### src/rtl/controle_pkg.sv
// rtl/controle_pkg.sv - shared state encoding, 7-segment glyphs and password nibble helper
package controle_pkg;

  typedef enum logic [2:0] {
    ENTRADA   = 3'd0,
    ABERTO    = 3'd1,
    ERRO      = 3'd2,
    BLOQUEADO = 3'd3,
    PROGRAMA  = 3'd4
  } estado_t;

  // Segment order gfedcba, active-high
  localparam logic [6:0] SEG_DIGITO [0:9] = '{
    7'b0111111, 7'b0000110, 7'b1011011, 7'b1001111, 7'b1100110,
    7'b1101101, 7'b1111101, 7'b0000111, 7'b1111111, 7'b1101111
  };
  localparam logic [6:0] SEG_A       = 7'b1110111;
  localparam logic [6:0] SEG_E       = 7'b1111001;
  localparam logic [6:0] SEG_B       = 7'b1111100;
  localparam logic [6:0] SEG_P       = 7'b1110011;
  localparam logic [6:0] SEG_APAGADO = 7'b0000000;

  localparam int SENHA_MAX_W = 64;

  // First digit sits in the most significant nibble
  function automatic logic [3:0] digito_senha(input logic [SENHA_MAX_W-1:0] senha,
                                              input int n_digitos,
                                              input int idx);
    return 4'(senha >> (4 * (n_digitos - 1 - idx)));
  endfunction

endpackage

### src/rtl/decod_7seg.sv
// rtl/decod_7seg.sv - combinational decimal digit to 7-segment decoder, blank above 9
module decod_7seg
  import controle_pkg::*;
(
  input  logic [3:0] i_digito,
  output logic [6:0] o_seg
);

  always_comb begin
    o_seg = SEG_APAGADO;
    if (i_digito <= 4'd9) o_seg = SEG_DIGITO[i_digito];
  end

endmodule

### src/rtl/controle_acesso.sv
// rtl/controle_acesso.sv - digit-entry lock sequencer with programmable password and timed lockout
module controle_acesso
  import controle_pkg::*;
#(
  parameter int                     N_DIGITOS     = 5,
  parameter int                     MAX_ERROS     = 3,
  parameter int                     T_BLOQUEIO    = 50,
  parameter logic [4*N_DIGITOS-1:0] SENHA_INICIAL = 20'h59060,
  localparam int IW = $clog2(N_DIGITOS + 1),
  localparam int EW = $clog2(MAX_ERROS + 1),
  localparam int TW = (T_BLOQUEIO > 1) ? $clog2(T_BLOQUEIO) : 1
)(
  input  logic          i_clk,
  input  logic          i_reset,
  input  logic [3:0]    i_numero,
  input  logic          i_insere,
  input  logic          i_programa,
  output logic          o_ledErro,
  output logic          o_ledAberto,
  output logic [EW-1:0] o_tentativas,
  output logic [6:0]    o_display
);

  estado_t                r_estado, w_estado_n;
  logic [IW-1:0]          r_idx, w_idx_n;
  logic [EW-1:0]          r_erros, w_erros_n;
  logic                   r_falha, w_falha_n;
  logic [TW-1:0]          r_timer, w_timer_n;
  logic                   r_insere_d;
  logic [4*N_DIGITOS-1:0] r_senha, w_senha_n;
  logic [4*N_DIGITOS-1:0] r_nova, w_nova_n, w_nova_ins;

  logic       w_ev, w_ultimo, w_erro_digito, w_ultimo_erro;
  logic [3:0] w_digito_senha, w_idx_digito;
  logic [6:0] w_seg_idx;

  assign w_ev           = i_insere & ~r_insere_d;
  assign w_ultimo       = (r_idx == IW'(N_DIGITOS - 1));
  assign w_digito_senha = digito_senha(64'(r_senha), N_DIGITOS, int'(r_idx));
  assign w_erro_digito  = (i_numero != w_digito_senha) || (i_numero > 4'd9);
  assign w_ultimo_erro  = (r_erros == EW'(MAX_ERROS - 1));
  assign w_idx_digito   = 4'(r_idx);

  always_ff @(posedge i_clk or negedge i_reset) begin
    if (!i_reset) r_estado <= ENTRADA;
    else          r_estado <= w_estado_n;
  end

  always_ff @(posedge i_clk or negedge i_reset) begin
    if (!i_reset) begin
      r_idx      <= '0;
      r_erros    <= '0;
      r_falha    <= 1'b0;
      r_timer    <= '0;
      r_insere_d <= 1'b0;
      r_senha    <= SENHA_INICIAL;
      r_nova     <= '0;
    end else begin
      r_idx      <= w_idx_n;
      r_erros    <= w_erros_n;
      r_falha    <= w_falha_n;
      r_timer    <= w_timer_n;
      r_insere_d <= i_insere;
      r_senha    <= w_senha_n;
      r_nova     <= w_nova_n;
    end
  end

  // Shadow copy with the digit at the current position replaced
  always_comb begin
    w_nova_ins = r_nova;
    for (int i = 0; i < N_DIGITOS; i++) begin
      if (r_idx == IW'(i)) w_nova_ins[4*(N_DIGITOS-1-i) +: 4] = i_numero;
    end
  end

  always_comb begin
    w_estado_n = r_estado;
    w_idx_n    = r_idx;
    w_erros_n  = r_erros;
    w_falha_n  = r_falha;
    w_timer_n  = r_timer;
    w_senha_n  = r_senha;
    w_nova_n   = r_nova;
    case (r_estado)
      ENTRADA: begin
        if (w_ev) begin
          if (w_ultimo) begin
            w_idx_n   = '0;
            w_falha_n = 1'b0;
            if (!(r_falha || w_erro_digito)) begin
              w_estado_n = ABERTO;
              w_erros_n  = '0;
            end else if (w_ultimo_erro) begin
              w_estado_n = BLOQUEADO;
              w_timer_n  = TW'(T_BLOQUEIO - 1);
              w_erros_n  = EW'(MAX_ERROS);
            end else begin
              w_estado_n = ERRO;
              w_erros_n  = r_erros + EW'(1);
            end
          end else begin
            w_idx_n   = r_idx + IW'(1);
            w_falha_n = r_falha | w_erro_digito;
          end
        end
      end
      ERRO: begin
        if (w_ev) w_estado_n = ENTRADA;
      end
      ABERTO: begin
        if (w_ev) begin
          w_idx_n    = '0;
          w_estado_n = i_programa ? PROGRAMA : ENTRADA;
        end
      end
      PROGRAMA: begin
        if (w_ev) begin
          if (i_numero > 4'd9) begin
            w_estado_n = ABERTO;
            w_idx_n    = '0;
          end else begin
            w_nova_n = w_nova_ins;
            if (w_ultimo) begin
              w_senha_n  = w_nova_ins;
              w_estado_n = ENTRADA;
              w_idx_n    = '0;
            end else begin
              w_idx_n = r_idx + IW'(1);
            end
          end
        end
      end
      BLOQUEADO: begin
        if (r_timer == '0) begin
          w_estado_n = ENTRADA;
          w_erros_n  = '0;
          w_idx_n    = '0;
        end else begin
          w_timer_n = r_timer - TW'(1);
        end
      end
      default: w_estado_n = ENTRADA;
    endcase
  end

  decod_7seg u_decod_idx (
    .i_digito (w_idx_digito),
    .o_seg    (w_seg_idx)
  );

  assign o_ledErro    = (r_estado == ERRO) || (r_estado == BLOQUEADO);
  assign o_ledAberto  = (r_estado == ABERTO);
  assign o_tentativas = EW'(MAX_ERROS) - r_erros;

  always_comb begin
    o_display = SEG_APAGADO;
    case (r_estado)
      ENTRADA:   o_display = w_seg_idx;
      ABERTO:    o_display = SEG_A;
      ERRO:      o_display = SEG_E;
      BLOQUEADO: o_display = SEG_B;
      PROGRAMA:  o_display = SEG_P;
      default:   o_display = SEG_APAGADO;
    endcase
  end

endmodule

### config.mk
export PLATFORM = sky130hd
export DESIGN_NAME = controle_acesso
export DESIGN_NICKNAME = d
export VERILOG_FILES = /design/src/rtl/controle_pkg.sv /design/src/rtl/decod_7seg.sv /design/src/rtl/controle_acesso.sv
export SDC_FILE = /design/constraint.sdc
export NUM_CORES = 1
export LEC_CHECK = 0
export BUFFER_PORTS_ARGS = -buffer_cell sky130_fd_sc_hd__buf_2
export CORE_UTILIZATION = 40
export DETAILED_ROUTE_END_ITERATION = 10
export PLACE_DENSITY = 0.63
export REMOVE_ABC_BUFFERS = 1
export SYNTH_ARGS = -nofsm -noshare
export SYNTH_HDL_FRONTEND = slang
export SYNTH_SLANG_ARGS = --single-unit
### constraint.sdc
create_clock -name i_clk -period 5.54 [get_ports i_clk]
set_input_delay 0 -clock i_clk [delete_from_list [all_inputs] [get_ports i_clk]]
set_output_delay 0 -clock i_clk [all_outputs]
set_load 0.02 [all_outputs]
==> impl_metrics.tcl <==
set metrics [dict create \
    via_per_inst 5.34 \
    met2WireLength_um 2930 \
    setup_viol 0 \
    peakVddDrop_uv 179 \
    yosysTopAreaCell "dfrtp_1" \
    cts_resized 0 \
    end_kind "flip-flop" \
    pre_cts_ws_ns 2.41 \
    cts-root-buf "clkbuf_8" \
    yosysTopAreaCellShare 0.382 \
    grt_pass1_vias 2159 \
    hold_viol_final 0 \
    run_status "finished, final reports clean" \
    hpwl_um 4450 \
    io_buffer_count 18 \
    synthDistinctLibCells 48 \
    wire_per_inst_um 15.1 \
    async_flop_share 1.00 \
    rr_startpoint "r_idx[0]$_DFFE_PN0P_" \
    cp_cell_sequence "inv_1 > ha_1 > ha_1 > mux2i_1 > o32ai_1 > a41oi_1 > mux2_4 > o41ai_4 > mux2i_1" \
    critPathTopFamily "adder cells" \
    min_period_ns 3.18 \
    met3_length_um 166 \
    cts-htree-levels 2 \
    clock_sinks 52 \
    initial_core_util 0.416 \
    drt-met1-wl_um 3160 \
    drtAntennaViolNets 0 \
    ys_warn_count 0 \
    synth_area_leaders "dfrtp_1, mux2i_1, mux2_2, nand2_1, dfstp_2" \
    synthCells 311 \
    routed.top_layer "met4" \
    cts_tree "built" \
    critPathLaunchType "flip-flop" \
    drtPass1Iterations 4 \
    worstMarginPinSlew_ns 0.992 \
    numCtsBuffers 5 \
    final.setup_skew_ns 0.00582 \
    worst_slack_ns 2.36 \
    slowest_delay_ns 0.56 \
    clock_latency_ns 0.31 \
    arrival_ns 3.36 \
    rows 31 \
    critPathCapture "r_timer[0]$_DFFE_PN0P_" \
    die_y_um 88.8 \
    antenna_found_initial 0 \
    cp_max_fo 10 \
    place_congestion 0.808 \
    vias 2260 \
    crit_start "r_idx[0]$_DFFE_PN0P_" \
    num_antenna_cells 0 \
    cp_num_buf_inv 1 \
    synth-seq-cells 52 \
    die-area_um2 7890 \
    grt_max_degree 53 \
    synth-edff-count 0 \
    fmax_ghz 0.314 \
    drt_iter0_drc 109 \
    cp.depth 9 \
    drv_slew 0 \
    p_per_area_nw_per_um2 404 \
    n_fill_cell 713 \
    slew_headroom 0.337 \
    seq_area_frac_synth 0.434 \
    dominantRegCellSynth "dfrtp_1" \
    grt_pass1_wl_um 10700 \
    p_leak_nw 1.50 \
    crit_type "reg -> reg" \
    grtUsageTotal 0.179 \
    hold_class "in -> reg" \
    required_ns 5.72 \
    r2r_cells 9 \
    max-cap-violations 0 \
    syn_avg_cell_area_um2 9.70 \
    regArea_um2 1310 \
    final.setup.tns_ns 0 \
    slowest_stage "dfrtp_1" \
    grt-ovfl-total 0 \
    routed_wl_um 6370 \
    drive_above_1_share 0.191 \
    nets 342 \
    remaining_drc_errors 0 \
    timing.final.crit_share 0.574 \
    core_um2 7250 \
    io_pins 19 \
    clk_pin_slew_ns 0.09 \
    area_growth_syn_to_layout_pct 9.46 \
    r2r-end "r_timer[0]$_DFFE_PN0P_" \
    syn_area_um2 3020 \
    clockBufferDepth 2 \
    multi_input_area_um2 1570 \
    rsz0062_at_grt "no" \
    die_w_um 88.8 \
    rrSetupSlack_ns 2.36 \
]
-- sequential cells by signal (all words and copies together) (netlist names) --
register / cells
r_erros: 2
r_timer: 6
r_falha: 1
r_insere_d: 1
r_estado: 3
r_senha: 20
r_idx: 3
r_nova: 16
-- final cells by class --
cell class | count | area share
Sequential cell | 52 | 0.397
Tap cell | 99 | 0.0375
Clock inverter | 1 | 0.00910
Clock buffer | 7 | 0.0292
Timing Repair Buffer | 22 | 0.0387
Multi-Input combinational cell | 229 | 0.474
Inverter | 13 | 0.0148
-- where the power goes --
part           internal (mW)  total (mW)  switching [mW]
Clock                  0.159       0.285           0.125
Sequential             0.425       0.477          0.0523
Combinational          0.225       0.571           0.346
Total                  0.809        1.33           0.523
-- worst min-delay path by stage --
stage               cells after the start  slack (ns)                      to         from
global route                            3        0.08  r_senha[0]$_DFFE_PN0P_  i_numero[0]
floorplan                               0       -0.30  r_erros[0]$_DFFE_PN0P_      i_reset
detailed placement                      1        0.13    r_insere_d$_DFF_PN0_     i_insere
finish                                  3        0.04  r_senha[3]$_DFFE_PN0P_  i_numero[3]
CTS                                     3        0.04  r_senha[0]$_DFFE_PN0P_  i_numero[0]
global placement                        1        0.13    r_insere_d$_DFF_PN0_     i_insere
-- Yosys cell counts, types with 2 or more instances --
cell type	count
a21boi_0	2
a21oi_1	9
a22o_1	2
a31o_2	3
a31oi_1	5
buf_1	2
buf_2	3
buf_6	2
clkbuf_1	9
dfrtp_1	46
dfstp_2	6
ha_1	11
inv_1	13
mux2_2	19
mux2i_1	27
nand2_1	51
nand2b_1	4
nand3_1	5
nand3b_1	2
nor2_1	22
nor2b_1	4
nor3_1	3
nor3_2	2
o21ai_0	27
o22ai_1	3
o31ai_1	5
o41ai_1	2
or3_1	2
-- worst reg2reg max path, cell delays in order, from the launching register on --
cell	delay (ns)
dfrtp_1	0.56
inv_1	0.20
ha_1	0.30
ha_1	0.48
mux2i_1	0.25
o32ai_1	0.11
a41oi_1	0.25
mux2_4	0.35
o41ai_4	0.41
mux2i_1	0.13
-- metrics by stage --
step / util / cell area [um2] / instances / total power [mW] / hold slack (ns)
floorplan: - / 2920 / 294 / 0.896 / -0.296
global placement: 0.434 / 3140 / 412 / 1.04 / 0.132
detailed placement: 0.434 / 3140 / 412 / 1.05 / 0.135
CTS: 0.455 / 3300 / 423 / 1.34 / 0.0391
global route: 0.455 / 3300 / 423 / 1.42 / 0.0823
finish: 0.455 / 3300 / 423 / 1.33 / 0.0358
-- cells by family after synthesis --
family | synth area share
adder cells (fa/ha/maj) | 0.0456
AO/OA/AOI/OAI | 0.163
multiplexers | 0.166
flip-flops | 0.434
buffers and inverters | 0.0469
AND/OR/NAND/NOR | 0.145
-- cell usage in the layout (no fill, tap or decap), types with 2 or more instances in the layout --
| master | netlist | routed |
|---|---|---|
| nor3_1 | 3 | 3 |
| clkbuf_8 | 1 | 7 |
| or3_1 | 2 | 2 |
| buf_2 | 3 | 18 |
| mux2_2 | 19 | 19 |
| nor3_2 | 2 | 2 |
| a22o_1 | 2 | 2 |
| mux2i_1 | 27 | 27 |
| a21oi_1 | 9 | 9 |
| nand2_1 | 51 | 51 |
| o41ai_1 | 2 | 2 |
| nor2b_1 | 4 | 4 |
| dfrtp_1 | 46 | 46 |
| a31o_2 | 3 | 3 |
| nand3b_1 | 2 | 2 |
| inv_1 | 13 | 13 |
| o22ai_1 | 3 | 3 |
| dfstp_2 | 6 | 6 |
| ha_1 | 11 | 11 |
| nand2b_1 | 4 | 4 |
| dlygate4sd3_1 | 0 | 3 |
| a31oi_1 | 5 | 5 |
| o21ai_0 | 27 | 27 |
| nor2_1 | 22 | 22 |
| nand3_1 | 5 | 5 |
| a21boi_0 | 2 | 2 |
| o31ai_1 | 5 | 5 |
-- per-layer routing --
metal  up-vias  global-route usage
li1       1118                   -
met1      1091               0.249
met2        43               0.287
met3         8              0.0271
met4         0              0.0572
met5         -                   0
-- timing repair --
item | 4_1_cts | 5_1_grt
hold buffers | 3 | 0
setup buffers | 0 | 0
hold endpoints to repair | 48 | 0
setup endpoints to repair | 0 | 0
Power figures use the tool's default switching activity.
